[src/rtl/rf_write_arbiter.sv]
`default_nettype none
// ============================================================================
//  Module      : rf_write_arbiter
//  Description : Shares NUM_WRITE register-file write ports between NUM_REQ
//                valid/ready writeback requesters. Requests are granted in
//                round-robin order, and two writes to the same address are
//                never granted in one cycle. Grants are registered onto
//                WE/WADDR/WDATA. CONFLICT_CNT saturates and counts the cycles
//                in which a valid request was deferred.
//  Revision    : 1.0 - initial release
// ============================================================================
module rf_write_arbiter #(
    parameter int DW        = 32,
    parameter int AW        = 5,
    parameter int NUM_REQ   = 4,
    parameter int NUM_WRITE = 2
) (
    input  logic                      CLK,
    input  logic                      RST,
    input  logic                      STALL,
    input  logic [NUM_REQ-1:0]        REQ_VALID,
    input  logic [AW*NUM_REQ-1:0]     REQ_ADDR,
    input  logic [DW*NUM_REQ-1:0]     REQ_DATA,
    output logic [NUM_REQ-1:0]        REQ_READY,
    output logic [NUM_WRITE-1:0]      WE,
    output logic [AW*NUM_WRITE-1:0]   WADDR,
    output logic [DW*NUM_WRITE-1:0]   WDATA,
    output logic [15:0]               CONFLICT_CNT
);

    // Pointer width. NUM_REQ >= 2 keeps this at 1 bit or more.
    localparam int PW = $clog2(NUM_REQ);
    // The grant counter has to hold the value NUM_WRITE.
    localparam int CW = $clog2(NUM_WRITE + 1);

    localparam logic [PW:0]   c_NUM_REQ  = (PW+1)'(NUM_REQ);
    localparam logic [PW-1:0] c_LAST_REQ = PW'(NUM_REQ - 1);
    localparam logic [CW-1:0] c_NUM_WR   = CW'(NUM_WRITE);

    logic [PW-1:0]                  r_ptr;
    logic [NUM_WRITE-1:0]           r_we;
    logic [NUM_WRITE-1:0][AW-1:0]   r_waddr;
    logic [NUM_WRITE-1:0][DW-1:0]   r_wdata;
    logic [15:0]                    r_cnt;

    logic [NUM_REQ-1:0]             w_ready;
    logic [NUM_WRITE-1:0]           w_pwe;
    logic [NUM_WRITE-1:0][AW-1:0]   w_paddr;
    logic [NUM_WRITE-1:0][DW-1:0]   w_pdata;
    logic [CW-1:0]                  w_gcnt;
    logic [PW-1:0]                  w_last;
    logic [PW-1:0]                  w_ptr_nxt;
    logic                           w_defer;

    // Scan from r_ptr. Each valid request takes the next free port unless
    // that would repeat an address already granted in this cycle.
    always_comb begin : p_grant
        logic [PW:0]   w_sum;
        logic          w_v;
        logic [AW-1:0] w_a;
        logic [DW-1:0] w_d;
        logic          w_hit;

        w_ready = '0;
        w_pwe   = '0;
        w_paddr = '0;
        w_pdata = '0;
        w_gcnt  = '0;
        w_last  = '0;
        w_sum   = '0;
        w_v     = 1'b0;
        w_a     = '0;
        w_d     = '0;
        w_hit   = 1'b0;

        for (int j = 0; j < NUM_REQ; j++) begin
            // Scan slot j selects requester (r_ptr + j) mod NUM_REQ.
            w_sum = {1'b0, r_ptr} + (PW+1)'(j);
            if (w_sum >= c_NUM_REQ) begin
                w_sum = w_sum - c_NUM_REQ;
            end

            w_v = 1'b0;
            w_a = '0;
            w_d = '0;
            for (int i = 0; i < NUM_REQ; i++) begin
                if (w_sum == (PW+1)'(i)) begin
                    w_v = REQ_VALID[i];
                    w_a = REQ_ADDR[i*AW +: AW];
                    w_d = REQ_DATA[i*DW +: DW];
                end
            end

            // Check the address against the ports already granted this cycle.
            w_hit = 1'b0;
            for (int k = 0; k < NUM_WRITE; k++) begin
                if ((CW'(k) < w_gcnt) && (w_paddr[k] == w_a)) begin
                    w_hit = 1'b1;
                end
            end

            if (w_v && !STALL && RST && (w_gcnt < c_NUM_WR) && !w_hit) begin
                for (int k = 0; k < NUM_WRITE; k++) begin
                    if (w_gcnt == CW'(k)) begin
                        w_pwe[k]   = 1'b1;
                        w_paddr[k] = w_a;
                        w_pdata[k] = w_d;
                    end
                end
                for (int i = 0; i < NUM_REQ; i++) begin
                    if (w_sum == (PW+1)'(i)) begin
                        w_ready[i] = 1'b1;
                    end
                end
                w_gcnt = w_gcnt + CW'(1);
                w_last = w_sum[PW-1:0];
            end
        end
    end

    // Next pointer: the requester just after the last one granted, wrapping modulo NUM_REQ.
    always_comb begin
        w_ptr_nxt = (w_last == c_LAST_REQ) ? '0 : (w_last + PW'(1));
        w_defer   = |(REQ_VALID & ~w_ready);
    end

    // Register the grants into the write ports and update the pointer and the conflict counter.
    always_ff @(posedge CLK or negedge RST) begin
        if (!RST) begin
            r_we    <= '0;
            r_waddr <= '0;
            r_wdata <= '0;
            r_ptr   <= '0;
            r_cnt   <= '0;
        end else begin
            r_we <= w_pwe;
            for (int k = 0; k < NUM_WRITE; k++) begin
                if (w_pwe[k]) begin
                    r_waddr[k] <= w_paddr[k];
                    r_wdata[k] <= w_pdata[k];
                end
            end
            if (|w_pwe) begin
                r_ptr <= w_ptr_nxt;
            end
            if (w_defer && (r_cnt != 16'hFFFF)) begin
                r_cnt <= r_cnt + 16'd1;
            end
        end
    end

    assign REQ_READY    = w_ready;
    assign WE           = r_we;
    assign WADDR        = r_waddr;
    assign WDATA        = r_wdata;
    assign CONFLICT_CNT = r_cnt;

endmodule
`default_nettype wire
[config.mk]
export PLATFORM = sky130hd
export DESIGN_NAME = rf_write_arbiter
export DESIGN_NICKNAME = d
export VERILOG_FILES = /design/src/rtl/rf_write_arbiter.sv
export SDC_FILE = /design/constraint.sdc
export NUM_CORES = 1
export LEC_CHECK = 0
export CELL_PAD_IN_SITES_DETAIL_PLACEMENT = 0
export CELL_PAD_IN_SITES_GLOBAL_PLACEMENT = 1
export CORE_UTILIZATION = 33
export CTS_BUF_LIST = sky130_fd_sc_hd__clkbuf_4 sky130_fd_sc_hd__clkbuf_8 sky130_fd_sc_hd__clkbuf_16
export DETAILED_ROUTE_END_ITERATION = 7
export GPL_ROUTABILITY_DRIVEN = 0
export PLACE_DENSITY_LB_ADDON = 0.1
export SLEW_MARGIN = 40
export SYNTH_ARGS = -nofsm -noshare
export SYNTH_HDL_FRONTEND = slang
export SYNTH_SLANG_ARGS = --single-unit
[constraint.sdc]
create_clock -name CLK -period 7.5 [get_ports CLK]
set_input_delay 2.25 -clock CLK [delete_from_list [all_inputs] [get_ports CLK]]
set_output_delay 2.25 -clock CLK [all_outputs]
set_load 0.005 [all_outputs]
==> metrics.md <==
| Metric | Value |
|---|---|
| I/O Buffers | `250` |
| Fillers | `3126` |
| Violated checks | `setup timing` |
| Vias in the first global route | `11421` |
| RSZ-0062 raised after global routing | `yes` |
| Top Usage Layer GRT | `met1` |
| Share of cells above drive strength 1 | `0.150` |
| Met2 GRT Util | `0.343` |
| Seq cells post-synth | `94` |
| Final Cell Area | `14500 sq um` |
| CTS tree | `built` |
| Max FO, Critical Path | `15` |
| Largest net degree at the start of global routing | `111` |
| Root Driver | `clkbuf_16` |
| Synth Instances | `1528` |
| Worst hold-check path type | `register to register` |
| Delay-heaviest family, CP | `buffers and inverters` |
| Slew headroom | `0.446` |
| Post-Syn Area | `10500 sq um` |
| Sequential fraction of the synthesis area | `0.224` |
| Hold_ws | `472 ps` |
| Initial core utilization | `0.339` |
| Skew-Pair Late Insertion Delay | `340 ps` |
| First-pass GRT wire length | `73800 microns` |
| Final setup margin | `-389 ps` |
| Count of cell types in the netlist | `75` |
| DRT Wirelength | `49400 microns` |
| Crit-path most repeated cell | `buf_4` |
| DR vias | `13073` |
| Achievable Freq | `127 MHz` |
| Final setup violating endpoints | `4` |
| Syn_nets | `1693` |
| Top cells by count, synth | `nor2_1, a21oi_1, o21ai_0` |
| Crit path arrival time | `5640 ps` |
| Starting DRT DRC Count | `1746` |
| Row Count | `64` |
| Yosys Warn Count | `0` |
| Synth area leader | `dfrtp_1` |
| Max Clock Skew | `6.30 ps` |
| Clk sinks | `94` |
| Syn Area/Cell | `6.87 sq um` |
| Period Utilization, post-route | `1.05` |
| Post-synth EDFFs | `0` |
| Final Total Pwr | `6380 uW` |
| Period minus WS final | `7890 ps` |
| CP Data Required Time | `5250 ps` |
| CP max stage delay | `390 ps` |
| Pleak | `0.00579 uW` |
| Max-cap viol count | `0` |
| ANT nets after route | `0` |
| First-pass DRT Iterations | `7` |
| Cell Pwr Density | `440 nW/um^2` |
| CP max-delay cell | `a222oi_1` |
| GRT Resource Usage Total | `0.292` |
| Main synth FF type | `dfrtp_1` |
| H-tree Lvls | `3` |
| Status | `finished with violations` |
| M1 GR Usage | `0.506` |
| Die X | `180 microns` |
| TNS Setup | `-1500 ps` |
| Initial antenna violation count | `9` |
| Met3 GRT Util | `0.0570` |
| # DRC | `0` |
| I/O pin count | `251` |
| Yosys top cell area share | `0.224` |
| Multi-input logic area | `7760 sq um` |
| Maximum vdd drop | `0.000236 V` |
| Wirelength per Cell | `22.7 microns` |
| Die Height | `180 microns` |
| Worst path cell trace | `buf_6, and2b_2, o221ai_4, a31o_4, inv_4, nand2_4, buf_4, buf_4, buf_4, buf_4, buf_4, buf_4, buf_4, buf_4, buf_4, buf_4, o21ai_1, xnor2_1, o31a_1, buf_4, a222oi_1, o21ai_2, buf_2` |
| Register Area | `2350 sq um` |
| CTS buffer count | `9` |
| Placed instance area | `13700 sq um` |
| Clock Pin Slew Worst Setup and Hold Paths | `70 ps` |
| Worst Setup Path Type | `input port to output port` |
| Crit start category | `input port` |
| Final Hold Viols | `0` |
| Die ar. | `32500 sq um` |
| Core area | `30900 sq um` |
| Worst-margin pin slew | `822 ps` |
| Vias per cell | `6.01` |
| Post-layout nets | `1931` |
| Synth-to-Final Area Change | `38.4%` |
| Congestion Overflow GR | `0` |
| Final Max Slew Viols | `0` |
| Critical path capture point type | `output port` |
| Ys async rst share | `1.00` |
| Critical path buffers and inverters | `14` |
| DP HPWL | `35500 microns` |
| CTS Buffer Depth | `2` |
| Count leader, synth | `nor2_1` |
| Synth top area cells | `dfrtp_1, a221o_1, a21oi_1` |
-- power breakdown --
part	switching, uW	internal (uW)	total (uW)
sequential	160	724	885
clock	209	232	441
combinational	2980	2080	5060
-- area by class of cell --
class,count,area share
Sequential cell,94,0.162
Multi-Input combinational cell,1258,0.535
Tap cell,396,0.0341
Inverter,13,0.00353
Timing Repair Buffer,390,0.244
Clock inverter,7,0.00440
Clock buffer,9,0.0155
Antenna cell,9,0.00155
-- cell usage in the layout (no fill, tap or decap), types with 10 or more instances in the layout --
cell,synthesis,layout
a21oi_1,213,205
a221o_1,135,135
and3_1,70,68
buf_4,11,131
clkdlybuf4s50_1,0,220
dfrtp_1,94,94
dlygate4sd2_1,0,10
nand2_1,123,121
nand3_1,25,22
nor2_1,245,244
nor2b_1,35,33
nor3_1,41,37
o21ai_0,175,173
o221ai_1,33,32
o22ai_1,16,12
xor2_1,22,21
-- worst min-delay path: cells and delay by family, from the launching register on --
| kind | cells | cell delay (ps) |
|---|---|---|
| and+or+nand+nor | 2 | 100 |
| DFF | 1 | 340 |
-- flip-flops by register name, summed over array words and instances (netlist names) --
name	cells
CONFLICT_CNT	16
WADDR	10
WDATA	64
WE	2
r_ptr	2
-- path summary, 6_finish.rpt --
check                                startpoint                     to  slack, ps  cells after the start
max                                       STALL           REQ_READY[1]       -390                     23
min reg2reg                WADDR[0]$_DFFE_PN0P_   WADDR[0]$_DFFE_PN0P_        470                      2
max reg2reg                r_ptr[1]$_DFFE_PN0P_  WDATA[55]$_DFFE_PN0P_       1960                     28
min in group asynchronous                   RST   WADDR[7]$_DFFE_PN0P_       1900                      2
min                        WADDR[0]$_DFFE_PN0P_   WADDR[0]$_DFFE_PN0P_        470                      2
max in group asynchronous                   RST  WDATA[53]$_DFFE_PN0P_       4640                      3
-- cells by family after synthesis --
group	after synthesis	synth area share
buf+inv	176	0.0735
flops	94	0.224
simple gates	576	0.254
fa+ha+maj	10	0.0119
mux	2	0.00203
xor+xnor	32	0.0267
compound gates	638	0.408
-- per-stage QoR --
step	util	setup WS [ps]	std cells
global placement	0.443	-1310	2112
finish	0.470	-389	2176
CTS	0.466	-352	2161
global route	0.470	-545	2176
floorplan	-	-114	1528
detailed placement	0.444	-1460	2112
-- routing by layer --
| layer | wire length (microns) | part of all wire |
|---|---|---|
| met5 | 0 | 0 |
| met1 | 25900 | 0.52 |
| met3 | 5060 | 0.10 |
| met4 | 535 | 0.011 |
| met2 | 18000 | 0.36 |
-- what timing repair did --
item / in CTS / in global routing
resized for setup: 79 / 36
hold buffers: 0 / 0
endpoints found under the setup margin: 4 / 4
setup buffers: 33 / 6
pin swaps: 31 / 27
hold endpoints to repair: 0 / 0
Note: power is estimated with default switching activity, not from simulation.
